`config.mk`:
```
export PLATFORM = sky130hd
export DESIGN_NAME = modbus_crc16_arbiter_flat
export DESIGN_NICKNAME = d
export VERILOG_FILES = /design/src/rtl/modbus_crc16_arbiter_if.sv /design/src/rtl/modbus_crc16_arbiter.sv /design/src/flat_wrapper.sv
export SDC_FILE = /design/constraint.sdc
export NUM_CORES = 1
export LEC_CHECK = 0
export ABC_AREA = 1
export CAP_MARGIN = 10
export CORE_UTILIZATION = 45
export CTS_CLUSTER_DIAMETER = 100
export DETAILED_ROUTE_END_ITERATION = 8
export PLACE_DENSITY_LB_ADDON = 0.05
export SETUP_SLACK_MARGIN = 0.3
export SKIP_CTS_REPAIR_TIMING = 1
export SKIP_LAST_GASP = 1
export SLEW_MARGIN = 25
export SYNTH_ARGS = -nofsm -noshare
export SYNTH_HDL_FRONTEND = slang
export SYNTH_SLANG_ARGS = --single-unit
export TNS_END_PERCENT = 50
```
`constraint.sdc`:
```
create_clock -name clk -period 3.2 [get_ports clk]
set_input_delay 0.64 -clock clk [delete_from_list [all_inputs] [get_ports clk]]
set_output_delay 0.64 -clock clk [all_outputs]
set_load 0.02 [all_outputs]
```
`src/rtl/modbus_crc16_arbiter_if.sv`:
```
// Bundle between the CRC arbiter, its requesters and the shared CRC engine.
// The arbiter takes the slave view; the requesters and the engine take the master view.
interface modbus_crc16_arbiter_if #(
    parameter int NUM_REQ = 2,
    parameter int SEL_W   = (NUM_REQ > 1) ? $clog2(NUM_REQ) : 1
);
    logic [NUM_REQ-1:0]      req_valid;
    logic [NUM_REQ-1:0][7:0] req_size;
    logic [NUM_REQ-1:0]      rsp_valid;
    logic [15:0]             rsp_crc;
    logic                    rsp_err;
    logic                    busy;
    logic                    eng_start;
    logic [7:0]              eng_size;
    logic [SEL_W-1:0]        eng_sel;
    logic                    eng_crc_valid;
    logic [15:0]             eng_crc_data;

    modport slave (
        input  req_valid, req_size, eng_crc_valid, eng_crc_data,
        output rsp_valid, rsp_crc, rsp_err, busy, eng_start, eng_size, eng_sel
    );

    modport master (
        output req_valid, req_size, eng_crc_valid, eng_crc_data,
        input  rsp_valid, rsp_crc, rsp_err, busy, eng_start, eng_size, eng_sel
    );
endinterface

```
`src/rtl/modbus_crc16_arbiter.sv`:
```
// Round-robin sharing of one Modbus CRC16 engine between NUM_REQ requesters.
// All outputs are registered; eng_sel stays fixed from grant until the response.
module modbus_crc16_arbiter #(
    parameter int NUM_REQ        = 2,
    parameter int SEL_W          = (NUM_REQ > 1) ? $clog2(NUM_REQ) : 1,
    parameter int TIMEOUT_CYCLES = 512
) (
    input  logic                         clk,
    input  logic                         reset_n,
    modbus_crc16_arbiter_if.slave        bus
);
    localparam int IDX_W = SEL_W + 1;
    localparam int TMO_W = $clog2(TIMEOUT_CYCLES + 1);
    localparam logic [TMO_W-1:0] TMO_LAST  = TMO_W'(TIMEOUT_CYCLES - 1);
    localparam logic [SEL_W-1:0] SEL_LAST  = SEL_W'(NUM_REQ - 1);
    localparam logic [IDX_W-1:0] NUM_REQ_W = IDX_W'(NUM_REQ);

    typedef enum logic [2:0] {
        S_IDLE,
        S_START,
        S_WAIT_BUSY,
        S_WAIT_DONE,
        S_RESP
    } state_t;

    state_t             r_state;
    logic [NUM_REQ-1:0] r_rsp_valid;
    logic [15:0]        r_rsp_crc;
    logic               r_rsp_err;
    logic               r_busy;
    logic               r_eng_start;
    logic [7:0]         r_eng_size;
    logic [SEL_W-1:0]   r_eng_sel;
    logic [SEL_W-1:0]   r_rr_ptr;
    logic [TMO_W-1:0]   r_tmo;

    state_t             w_state_nxt;
    logic [NUM_REQ-1:0] w_rsp_valid_nxt;
    logic [15:0]        w_rsp_crc_nxt;
    logic               w_rsp_err_nxt;
    logic               w_busy_nxt;
    logic               w_eng_start_nxt;
    logic [7:0]         w_eng_size_nxt;
    logic [SEL_W-1:0]   w_eng_sel_nxt;
    logic [SEL_W-1:0]   w_rr_ptr_nxt;
    logic [TMO_W-1:0]   w_tmo_nxt;

    logic               w_found;
    logic [SEL_W-1:0]   w_winner;
    logic [IDX_W-1:0]   w_idx;
    logic [NUM_REQ-1:0] w_onehot;
    logic               w_timeout;

    // Search upward from rr_ptr; the index sum is below 2*NUM_REQ so one subtraction wraps it.
    always_comb begin
        w_found  = 1'b0;
        w_winner = '0;
        w_idx    = '0;
        for (int i = 0; i < NUM_REQ; i++) begin
            w_idx = {1'b0, r_rr_ptr} + IDX_W'(i);
            if (w_idx >= NUM_REQ_W) begin
                w_idx = w_idx - NUM_REQ_W;
            end
            if (!w_found && bus.req_valid[w_idx[SEL_W-1:0]]) begin
                w_found  = 1'b1;
                w_winner = w_idx[SEL_W-1:0];
            end
        end
    end

    assign w_onehot  = {{(NUM_REQ-1){1'b0}}, 1'b1} << r_eng_sel;
    assign w_timeout = (r_tmo == TMO_LAST);

    always_comb begin
        w_state_nxt     = r_state;
        w_rsp_valid_nxt = '0;
        w_rsp_crc_nxt   = r_rsp_crc;
        w_rsp_err_nxt   = r_rsp_err;
        w_eng_start_nxt = 1'b0;
        w_eng_size_nxt  = r_eng_size;
        w_eng_sel_nxt   = r_eng_sel;
        w_rr_ptr_nxt    = r_rr_ptr;
        w_tmo_nxt       = r_tmo;

        case (r_state)
            S_IDLE: begin
                if (w_found) begin
                    w_eng_sel_nxt   = w_winner;
                    w_eng_size_nxt  = bus.req_size[w_winner];
                    w_eng_start_nxt = 1'b1;
                    w_state_nxt     = S_START;
                end
            end
            S_START: begin
                w_tmo_nxt   = '0;
                w_state_nxt = S_WAIT_BUSY;
            end
            S_WAIT_BUSY: begin
                w_tmo_nxt = r_tmo + 1'b1;
                if (w_timeout) begin
                    w_rsp_valid_nxt = w_onehot;
                    w_rsp_crc_nxt   = 16'h0000;
                    w_rsp_err_nxt   = 1'b1;
                    w_state_nxt     = S_RESP;
                end else if (!bus.eng_crc_valid) begin
                    w_state_nxt = S_WAIT_DONE;
                end
            end
            S_WAIT_DONE: begin
                w_tmo_nxt = r_tmo + 1'b1;
                if (w_timeout) begin
                    w_rsp_valid_nxt = w_onehot;
                    w_rsp_crc_nxt   = 16'h0000;
                    w_rsp_err_nxt   = 1'b1;
                    w_state_nxt     = S_RESP;
                end else if (bus.eng_crc_valid) begin
                    w_rsp_valid_nxt = w_onehot;
                    w_rsp_crc_nxt   = bus.eng_crc_data;
                    w_rsp_err_nxt   = 1'b0;
                    w_state_nxt     = S_RESP;
                end
            end
            S_RESP: begin
                w_rr_ptr_nxt = (r_eng_sel == SEL_LAST) ? '0 : r_eng_sel + 1'b1;
                w_state_nxt  = S_IDLE;
            end
            default: begin
                w_state_nxt = S_IDLE;
            end
        endcase

        w_busy_nxt = (w_state_nxt != S_IDLE);
    end

    always_ff @(posedge clk or negedge reset_n) begin
        if (!reset_n) begin
            r_state     <= S_IDLE;
            r_rsp_valid <= '0;
            r_rsp_crc   <= '0;
            r_rsp_err   <= 1'b0;
            r_busy      <= 1'b0;
            r_eng_start <= 1'b0;
            r_eng_size  <= '0;
            r_eng_sel   <= '0;
            r_rr_ptr    <= '0;
            r_tmo       <= '0;
        end else begin
            r_state     <= w_state_nxt;
            r_rsp_valid <= w_rsp_valid_nxt;
            r_rsp_crc   <= w_rsp_crc_nxt;
            r_rsp_err   <= w_rsp_err_nxt;
            r_busy      <= w_busy_nxt;
            r_eng_start <= w_eng_start_nxt;
            r_eng_size  <= w_eng_size_nxt;
            r_eng_sel   <= w_eng_sel_nxt;
            r_rr_ptr    <= w_rr_ptr_nxt;
            r_tmo       <= w_tmo_nxt;
        end
    end

    assign bus.rsp_valid = r_rsp_valid;
    assign bus.rsp_crc   = r_rsp_crc;
    assign bus.rsp_err   = r_rsp_err;
    assign bus.busy      = r_busy;
    assign bus.eng_start = r_eng_start;
    assign bus.eng_size  = r_eng_size;
    assign bus.eng_sel   = r_eng_sel;
endmodule

```
`src/flat_wrapper.sv`:
```
// flat-port wrapper written by rule: the top's interface ports become plain ports
module modbus_crc16_arbiter_flat 
#(
    parameter int NUM_REQ        = 2,
    parameter int SEL_W          = (NUM_REQ > 1) ? $clog2(NUM_REQ) : 1,
    parameter int TIMEOUT_CYCLES = 512
)
  (clk, reset_n, bus_req_valid, bus_req_size, bus_eng_crc_valid, bus_eng_crc_data, bus_rsp_valid, bus_rsp_crc, bus_rsp_err, bus_busy, bus_eng_start, bus_eng_size, bus_eng_sel);
  modbus_crc16_arbiter_if #(.NUM_REQ(NUM_REQ), .SEL_W(SEL_W)) bus_i ();
  input  logic clk;
  input  logic reset_n;
  input wire logic [$bits(bus_i.req_valid)-1:0] bus_req_valid;
  input wire logic [$bits(bus_i.req_size)-1:0] bus_req_size;
  input wire logic [$bits(bus_i.eng_crc_valid)-1:0] bus_eng_crc_valid;
  input wire logic [$bits(bus_i.eng_crc_data)-1:0] bus_eng_crc_data;
  output wire logic [$bits(bus_i.rsp_valid)-1:0] bus_rsp_valid;
  output wire logic [$bits(bus_i.rsp_crc)-1:0] bus_rsp_crc;
  output wire logic [$bits(bus_i.rsp_err)-1:0] bus_rsp_err;
  output wire logic [$bits(bus_i.busy)-1:0] bus_busy;
  output wire logic [$bits(bus_i.eng_start)-1:0] bus_eng_start;
  output wire logic [$bits(bus_i.eng_size)-1:0] bus_eng_size;
  output wire logic [$bits(bus_i.eng_sel)-1:0] bus_eng_sel;
  assign bus_i.req_valid = bus_req_valid;
  assign bus_i.req_size = bus_req_size;
  assign bus_i.eng_crc_valid = bus_eng_crc_valid;
  assign bus_i.eng_crc_data = bus_eng_crc_data;
  assign bus_rsp_valid = bus_i.rsp_valid;
  assign bus_rsp_crc = bus_i.rsp_crc;
  assign bus_rsp_err = bus_i.rsp_err;
  assign bus_busy = bus_i.busy;
  assign bus_eng_start = bus_i.eng_start;
  assign bus_eng_size = bus_i.eng_size;
  assign bus_eng_sel = bus_i.eng_sel;
  modbus_crc16_arbiter #(.NUM_REQ(NUM_REQ), .SEL_W(SEL_W), .TIMEOUT_CYCLES(TIMEOUT_CYCLES)) u_core (.clk(clk), .reset_n(reset_n), .bus(bus_i));
endmodule
```
==> qor.csv <==
stage;metric;value;unit
layout;area_growth_syn_to_layout;35.8;%
critical_path;crit_start;u_core.bus.eng_sel$_DFFE_PN0P_;
timing;tightest_slew;550;ps
timing;skew;8.07;ps
clock_tree;cts.sinks;44;
layout;final_common_cell;clkdlybuf4s50_1;
layout;final_cell_mix;65 x clkdlybuf4s50_1, 46 x nand2_1, 44 x dfrtp_1, 32 x nand3_1, 18 x nor2_1;
route;wl_per_cell;13.1;um
synth;ys_warn_count;0;
place;portBuffers;66;
route;drc;0;
synth;syn_inst;228;
critical_path;cp_num_buf_inv;1;
place;gp_congestion;0.731;
timing;finalSetupTns;0;ps
layout;antenna_cells;0;
route;initialDrtViolationCount;107;
critical_path;timing.rr.start;u_core.r_tmo[0]$_DFFE_PN0P_;
grt;grt_pass1_vias;1831;
synth;synth-edff-count;0;
layout;multi_input_comb_area;860;sq um
synth;synth.area.top_cells;dfrtp_1 53%, nand2_1 8.3%, nand3_1 7.7%;
timing;fin_hold_ws;314;ps
synth;syn-num-nets;266;
floorplanning;design.core.area;4410;sq um
floorplanning;die_w;70.2;um
route;wirelength;4.55;mm
floorplanning;start_util;0.474;
grt;gr-total-overflow;0;
timing;worst_slack;1170;ps
clock_tree;cts_buffers;5;
power_and_ir_drop;ir_drop;0.000492;V
place;place_hpwl;3.18;mm
synth;syn_avg_cell_area;9.18;sq um
critical_path;path_max_fanout;5;
timing;max-slew-margin-rel;0.633;
layout;fin_nets;332;
grt;grt_max_degree;45;
synth;synthArstFlopShare;1.00;
synth;yosysSeqAreaShare;0.526;
critical_path;path_class;flip-flop to primary output;
route;dr_total_vias;1791;
critical_path;critPathSlowestCell;clkdlybuf4s50_1;
place;pre_cts_ws;1070;ps
timing;fin_crit;2030;ps
floorplanning;core.rowCount;24;
critical_path;worstPathCellList;clkdlybuf4s50_1;
power_and_ir_drop;power_density;871;nW/um^2
timing;fin_crit_sh;0.634;
layout;n_fill_cell;375;
critical_path;max_stage_delay;650;ps
critical_path;reg2reg_slack;1530;ps
timing;hold_violations;0;
outcome;status;finished clean;
timing;setup_viol;0;
synth;synth_area;2090;sq um
floorplanning;die_area;4930;sq um
power_and_ir_drop;p_leak;1.30;nW
synth;synth.top_cell.area_share;0.526;
layout;finalInstanceArea;2840;sq um
hold_path;hp-class;primary input to async pin;
critical_path;cp-start-kind;flip-flop;
critical_path;regToRegEndpoint;u_core.bus.rsp_crc[6]$_DFFE_PN0P_;
synth;ys.flop_type;dfrtp_1;
grt;grt_pass1_wl;8.22;mm
route;vias_per_cell;5.16;
clock_tree;clock-root-buffer;clkbuf_8;
clock_tree;insertion_delay;300;ps
layout;regArea;1100;sq um
route;dr.pass1.iters;4;
clock_tree;cts_tree;built;
floorplanning;die_h;70.2;um
timing;slew_viol_final;0;
synth;synth.distinct_cells;31;
timing;rsz0062_at_grt;no;
place;place_area;2750;sq um
critical_path;end_kind;primary output;
synth;yosys.area.top_type;dfrtp_1;
floorplanning;ios;67;
clock_tree;htreeDepth;2;
critical_path;required;2560;ps
grt;antenna_found_initial;0;
critical_path;worst_ep_arrival_time;1390;ps
clock_tree;cts_buffer_depth;2;
place;placed_cells;339;
critical_path;cp_top_family;buffers and inverters;
clock_tree;clk_pin_slew;90;ps
timing;fmax;493;MHz
job;maxCapViolations;0;
layout;final_layout_size_suffix_gt1_frac;0.119;
grt;grt.total_usage;0.210;
synth;synth-seq-cells;44;
critical_path;worst_r2r_path_depth;8;
route;ant_nets;0;
layout;final_cells;347;
stage by stage:
step | utilization | power, W
floorplan | - | 0.00167
global placement | 0.622 | 0.00212
detailed placement | 0.622 | 0.00214
CTS | 0.643 | 0.00251
global route | 0.644 | 0.00266
finish | 0.644 | 0.00248
cell usage after synthesis (all sizes together) (2+ instances only):
master,instances
a21boi,2
a22oi,2
nand2,53
dfrtp,44
nand3,39
a21oi,9
buf,7
o21ai,23
inv,16
nor2,23
o22ai,2
state kept, by name, summed over array words and instances (netlist names):
register / cells
u_core.bus.rsp_err: 1
u_core.r_tmo: 10
u_core.bus.eng_sel: 1
u_core.bus.busy: 1
u_core.bus.rsp_valid: 2
u_core.bus.eng_start: 1
u_core.r_rr_ptr: 1
u_core.r_state: 3
u_core.bus.eng_size: 8
u_core.bus.rsp_crc: 16
layer usage:
metal | part of all wire | wire [um] | track usage
met2 | 0.46 | 2110 | 0.333
met4 | 0.018 | 81 | 0.0867
met3 | 0.062 | 284 | 0.0563
met5 | 0 | 0 | 0
met1 | 0.46 | 2070 | 0.272
area by class of cell:
class	count	share of cell area
tap	52	0.0229
inverter	16	0.0229
clock buffer	6	0.0291
timing repair buffer	66	0.232
clock inverter	2	0.00352
sequential	44	0.387
multi-input combinational	161	0.303
report_power, final:
part           switching [W]  leakage (nW)  internal, W
sequential          0.000154         0.563     0.000759
combinational       0.000683         0.684     0.000515
clock               0.000192        0.0510     0.000172
total                0.00103          1.30      0.00145
logic make-up (layout without fill, tap and decap cells):
kind of cell | Yosys count | count (layout) | share of synthesized area
buffers and inverters | 23 | 90 | 0.0628
DFF | 44 | 44 | 0.526
AOI/OAI and AO/OA | 42 | 42 | 0.115
and+or+nand+nor | 118 | 118 | 0.289
adders and majority gates | 1 | 1 | 0.00598
how the worst max path moves through the flow:
stage / to / slack, ps / cells after the start
after global placement: u_core.bus.eng_size[4]$_DFFE_PN0P_ / 1160 / 6
after CTS: bus_eng_sel / 1150 / 1
after detailed placement: u_core.bus.eng_size[6]$_DFFE_PN0P_ / 1070 / 6
after global routing: bus_eng_sel / 1120 / 1
after floorplan: u_core.bus.rsp_crc[6]$_DFFE_PN0P_ / 1860 / 9
final: bus_eng_sel / 1170 / 1
No activity file was read; power rests on OpenSTA's default activity.
==> RTL edit 1: new RTL, same flow settings <==
`NUM_REQ` is set to 2 in 3 places; all go to 4. Comments in the files are not updated.
--- a/src/rtl/modbus_crc16_arbiter_if.sv
+++ b/src/rtl/modbus_crc16_arbiter_if.sv
@@ -1,7 +1,7 @@
 // Bundle between the CRC arbiter, its requesters and the shared CRC engine.
 // The arbiter takes the slave view; the requesters and the engine take the master view.
 interface modbus_crc16_arbiter_if #(
-    parameter int NUM_REQ = 2,
+    parameter int NUM_REQ = 4,
     parameter int SEL_W   = (NUM_REQ > 1) ? $clog2(NUM_REQ) : 1
 );
     logic [NUM_REQ-1:0]      req_valid;
--- a/src/rtl/modbus_crc16_arbiter.sv
+++ b/src/rtl/modbus_crc16_arbiter.sv
@@ -1,7 +1,7 @@
 // Round-robin sharing of one Modbus CRC16 engine between NUM_REQ requesters.
 // All outputs are registered; eng_sel stays fixed from grant until the response.
 module modbus_crc16_arbiter #(
-    parameter int NUM_REQ        = 2,
+    parameter int NUM_REQ        = 4,
     parameter int SEL_W          = (NUM_REQ > 1) ? $clog2(NUM_REQ) : 1,
     parameter int TIMEOUT_CYCLES = 512
 ) (
--- a/src/flat_wrapper.sv
+++ b/src/flat_wrapper.sv
@@ -1,7 +1,7 @@
 // flat-port wrapper written by rule: the top's interface ports become plain ports
 module modbus_crc16_arbiter_flat 
 #(
-    parameter int NUM_REQ        = 2,
+    parameter int NUM_REQ        = 4,
     parameter int SEL_W          = (NUM_REQ > 1) ? $clog2(NUM_REQ) : 1,
     parameter int TIMEOUT_CYCLES = 512
 )
Ports: changed (resized bus_eng_sel, bus_req_size, bus_req_valid and bus_rsp_valid); port bits go from 67 to 88. The function was not compared with the original's and may differ.
==> RTL edit 1 against the unedited design <==
- non-clock buffer count up 22
- routed wire length up 34%
- largest power group unchanged
- register-to-register slack worse by 0.60 ns
- critical endpoint is now u_core.bus.eng_size[7]
- sequential cell count up 4
- critical path type is now reg -> reg
- setup slack worse by 0.24 ns
- area after synthesis up 27%
- total power up 42%
- hold slack better by 0.026 ns
- final area up 29%
==> RTL edit 1: results (changes against the unedited design) <==
[setup_path]
crit_path_top_delay_cell = dfrtp_1  ; was clkdlybuf4s50_1
setup.worst_path.end = u_core.bus.eng_size[7]  ; was bus_eng_sel
rr_worst_depth = 11  ; was 8
cpPeakStageDelay_ns = 0.50  ; was 0.65 ns
crit_fanout = 17  ; was 5
r2r_slack_ns = 0.93  ; was 1.53 ns
cp_top_family = simple AND/OR/NAND/NOR gates  ; was buffers and inverters
critPathArrivalTime_ns = 2.51  ; was 1.39 ns
worstSetupStartpoint = u_core.r_rr_ptr[0]  ; was u_core.bus.eng_sel

[global_route]
grt_pass1_wl_um = 10270  ; was 8217 um
antenna_found_initial = 0  ; unchanged
grt_use_total_pct = 20.96  ; was 21.02%
grt_pass1_vias = 2351  ; was 1831
grt_max_degree = 49  ; was 45

[routing]
dr.first_iter.drc_count = 74  ; was 107
num_vias = 2484  ; was 1791
dr.pass1.iters = 6  ; was 4
wl_um = 6087  ; was 4548 um
viasPerCell = 4.852  ; was 5.161

[placed_design]
portBuffers = 87  ; was 66
dp_slack_ns = 0.6330  ; was 1.070 ns
dpl-instance-area_um2 = 3558  ; was 2746 um^2
routabilityCongestion = 0.8039  ; was 0.7305
dp.cells = 504  ; was 339
dp_hpwl_um = 4569  ; was 3175 um

[worst_hold_path]
worst_hold_path_type = in -> async  ; unchanged

[timing]
timing.final.crit_share_pct = 71.01  ; was 63.43%
worstMarginPinSlew_ns = 0.6867  ; was 0.5503 ns
timing.hold.ws_ns = 0.3399  ; was 0.3141 ns
clock_skew_ns = 0.007266  ; was 0.008065 ns

[power]
p_leak_nw = 1.816  ; was 1.299 nW
ir_drop_uv = 453.8  ; was 491.9 uV

[run_status]
outcome = finished, final reports clean  ; unchanged

[finish]
n_fill_cell = 494  ; was 375
layout-drive-gt1-share_pct = 8.864  ; was 11.86%

[yosys]
synthTopCellsByArea = dfrtp_1, nand2_1, nand3_1, inv_1, nor2_1  ; was dfrtp_1, nand2_1, nand3_1, o21ai_0, nor2_1
syn-num-nets = 413  ; was 266
yosysSeqAreaShare_pct = 45.07  ; was 52.63%
syn_area_per_cell_um2 = 7.550  ; was 9.175 um^2
yosys-top-cells-count = nand2_1, dfrtp_1, nand3_1  ; unchanged
yosys.cell_types.count = 30  ; was 31

[clocking]
cts_max_level = 2  ; unchanged
numCtsBuffers = 5  ; unchanged

==> RTL edit 1: cell types whose count changed in the layout (fill, tap and decap cells not counted), moves of 6 or more <==
cell	change
nand2_2	+7
o21ai_1	-6
o21ai_0	-7
inv_1	+17
nand2_1	+102
clkdlybuf4s50_1	+21
==> RTL edit 1: final cells by class <==
class / count / area, um^2 / share of cell area (%)
clock buffer: 6 / 72.57 / 1.980
inverter: 34 / 127.6 / 3.481
clock inverter: 2 / 35.03 / 0.9556
multi-input combinational: 262 / 1264 / 34.47
tap: 72 / 90.09 / 2.457
sequential: 48 / 1201 / 32.76
timing repair buffer: 88 / 875.8 / 23.89
==> RTL edit 1: report_power, final <==
part	internal [W]	switching, W
logic	0.000802	0.00128
clock network	0.000232	0.000190
registers	0.000838	0.000160
total	0.00187	0.00163
==> RTL edit 1: worst min-delay path by stage <==
stage / startpoint / endpoint / cells past startpoint
floorplan: reset_n / u_core.bus.busy / 0
global placement: u_core.bus.rsp_crc[8] / u_core.bus.rsp_crc[8] / 2
detailed placement: u_core.bus.rsp_crc[6] / u_core.bus.rsp_crc[6] / 2
CTS: reset_n / u_core.r_tmo[1] / 1
global route: reset_n / u_core.r_tmo[1] / 1
finish: reset_n / u_core.r_tmo[1] / 1
==> RTL edit 1: kinds of logic (layout without fill, tap and decap cells) <==
| group | Yosys count | after routing | share of synthesized area (%) |
|---|---|---|---|
| buf+inv | 43 | 130 | 7.511 |
| fa+ha+maj | 5 | 5 | 2.347 |
| flops | 48 | 48 | 45.07 |
| simple gates | 235 | 235 | 40.19 |
| compound gates | 22 | 22 | 4.883 |
==> RTL edit 1: routing by layer <==
metal	vias up	track usage [%]	wire (um)
li1	1276	-	-
met3	2	6.092	439
met1	1116	26.78	2841
met2	90	35.13	2775
met5	-	0	0
met4	0	4.909	31
==> RTL edit 2: new RTL, config.mk and constraints unchanged <==
Without the edit above. Make the reset (`reset_n`) synchronous in one clocked block.
--- a/src/rtl/modbus_crc16_arbiter.sv
+++ b/src/rtl/modbus_crc16_arbiter.sv
@@ -132,7 +132,7 @@
         w_busy_nxt = (w_state_nxt != S_IDLE);
     end
 
-    always_ff @(posedge clk or negedge reset_n) begin
+    always_ff @(posedge clk) begin
         if (!reset_n) begin
             r_state     <= S_IDLE;
             r_rsp_valid <= '0;
Function: differs if reset_n is asserted again (counterexample within 4 cycles, from zero or initial values and one cycle with reset_n low); with reset_n held inactive, the same outputs for 10 cycles.
==> RTL edit 2 against the unedited design <==
- final area shrank 3.0%
- count of clock-buffer cells in the layout unchanged
- setup slack improved by 0.0034 ns
- hold slack gained 0.17 ns
- routed wire length up 5.5%
- via count up 6.4%
- sequential cell count unchanged
- area after synthesis down 4.4%
- critical path type is now reg -> reg
Power is not compared: it rests on default switching activity, and its combinational part moved more than twofold at a synthesized area within 25%.
==> RTL edit 2: results (changes against the unedited design) <==
[global_route]
grt_pass1_vias = 1786  ; was 1831
antenna_found_initial = 0  ; unchanged
grt_use_total_pct = 21.84  ; was 21.02%
grt_max_degree = 26  ; was 45
grt_pass1_wl_um = 7652  ; was 8217 um

[finish]
antenna_cells = 0  ; unchanged
n_fill_cell = 394  ; was 375
layout-drive-gt1-share_pct = 13.27  ; was 11.86%
largest_register_ffs = 16  ; unchanged

[routing]
dr.max_layer_used = met4  ; unchanged
wl_met2_um = 2271  ; was 2109 um
num_vias = 1905  ; was 1791
m1WireLength_um = 2259  ; was 2073 um
dr.first_iter.drc_count = 85  ; was 107
post_drt_wl_per_cell_um = 13.36  ; was 13.11 um
wl_met3_um = 219  ; was 284 um
wl_um = 4796  ; was 4548 um

[timing]
worstMarginPinSlew_ns = 0.8144  ; was 0.5503 ns
clock_skew_ns = 0.008011  ; was 0.008065 ns
fin_ws_ns = 1.174  ; was 1.170 ns

[yosys]
yosys.cell_types.count = 27  ; was 31
yosysSeqAreaShare_pct = 44.06  ; was 52.63%
yosys-top-cells-count = dfxtp_1, nand2_1, nand4_1  ; was nand2_1, dfrtp_1, nand3_1
async_flop_share_pct = 0  ; was 100.0%
syn-num-nets = 285  ; was 266
netlist_instances = 247  ; was 228
synthTopCellsByArea = dfxtp_1, nand4_1, nand2_1, o21ai_2, a21oi_1  ; was dfrtp_1, nand2_1, nand3_1, o21ai_0, nor2_1

[setup_path]
cpPeakStageDelay_ns = 0.37  ; was 0.65 ns
rr_worst_depth = 7  ; was 8
setup.worst_path.end = u_core.bus.rsp_crc[9]  ; was bus_eng_sel
critPathArrivalTime_ns = 2.25  ; was 1.39 ns
crit_path_top_delay_cell = dfxtp_1  ; was clkdlybuf4s50_1
reg2reg_from = u_core.r_state[2]  ; was u_core.r_tmo[0]
cp_top_family = simple AND/OR/NAND/NOR gates  ; was buffers and inverters
crit_fanout = 25  ; was 5
r2r_slack_ns = 1.17  ; was 1.53 ns

[placed_design]
routabilityCongestion = 0.7461  ; was 0.7305
dp.cells = 351  ; was 339
dp_slack_ns = 0.9697  ; was 1.070 ns
dp_hpwl_um = 3290  ; was 3175 um

[clocking]
numCtsBuffers = 5  ; unchanged
max-clock-path-buffers = 2  ; unchanged
clock_latency_ns = 0.29

[worst_hold_path]
worst_hold_path_type = reg -> reg  ; was in -> async

[run_status]
outcome = finished, final reports clean  ; unchanged

-- RTL edit 2: cell count changes in the layout (fill, tap and decap cells not counted), sizes merged, moves of 7 or more --
cell,change
o21ai,+7
a21oi,+18
dfrtp,-44
dfxtp,+44
nand2,-7
nand3,-31
nand4,+33
-- RTL edit 2: layout make-up --
| class | count | share of cell area [%] |
|---|---|---|
| Multi-Input combinational cell | 171 | 34.88 |
| Sequential cell | 44 | 31.97 |
| Timing Repair Buffer | 68 | 24.52 |
| Clock buffer | 6 | 2.634 |
| Inverter | 18 | 2.452 |
| Tap cell | 50 | 2.271 |
| Clock inverter | 2 | 1.272 |
-- RTL edit 2: stage by stage --
step / hold WS, ns / cell area (um^2)
finish: 0.4811 / 2755
global route: 0.5150 / 2755
CTS: 0.4877 / 2755
detailed placement: 0.4714 / 2648
global placement: 0.4649 / 2648
floorplan: 0.4475 / 1999
-- RTL edit 2: how the worst min path moves through the flow --
| stage | startpoint | to | slack [ns] | cells after the start |
|---|---|---|---|---|
| after detailed placement | u_core.r_tmo[0] | u_core.r_tmo[0] | 0.47 | 1 |
| after global placement | u_core.r_tmo[0] | u_core.r_tmo[0] | 0.46 | 1 |
| after floorplan | u_core.r_tmo[0] | u_core.r_tmo[0] | 0.45 | 1 |
| after global routing | u_core.bus.rsp_crc[11] | u_core.bus.rsp_crc[11] | 0.52 | 2 |
| after CTS | u_core.r_tmo[7] | u_core.r_tmo[7] | 0.49 | 2 |
| final | u_core.bus.rsp_err | u_core.bus.rsp_err | 0.48 | 2 |
-- RTL edit 2: cells by family (layout without fill, tap and decap cells) --
logic type      after synthesis  after routing  share of synthesized area [%]
simple gates                111            111                          29.41
flops                        44             44                          44.05
compound gates               59             59                          18.02
buf+inv                      32             94                          7.884
fa+ha+maj                     1              1                         0.6257
-- RTL edit 2: power by group --
| group | switching [W] | internal, W | leakage (nW) |
|---|---|---|---|
| sequential | 0.0000355 | 0.000582 | 0.358 |
| clock | 0.000182 | 0.000232 | 0.0552 |
| combinational | 0.000162 | 0.000126 | 0.585 |
-- RTL edit 2: worst register-to-register path, cell delays in order (launching register included) --
cell,delay [ns]
dfxtp_1,0.37
inv_2,0.11
nand2_4,0.09
inv_2,0.36
nand3_4,0.30
nand2_2,0.16
nand2_2,0.32
o21ai_2,0.24
-- RTL edit 2: layer usage --
metal / vias to the layer above / GRT usage (%)
li1: 979 / -
met5: - / 0
met3: 4 / 5.428
met4: 0 / 8.854
met1: 874 / 25.48
met2: 48 / 37.87
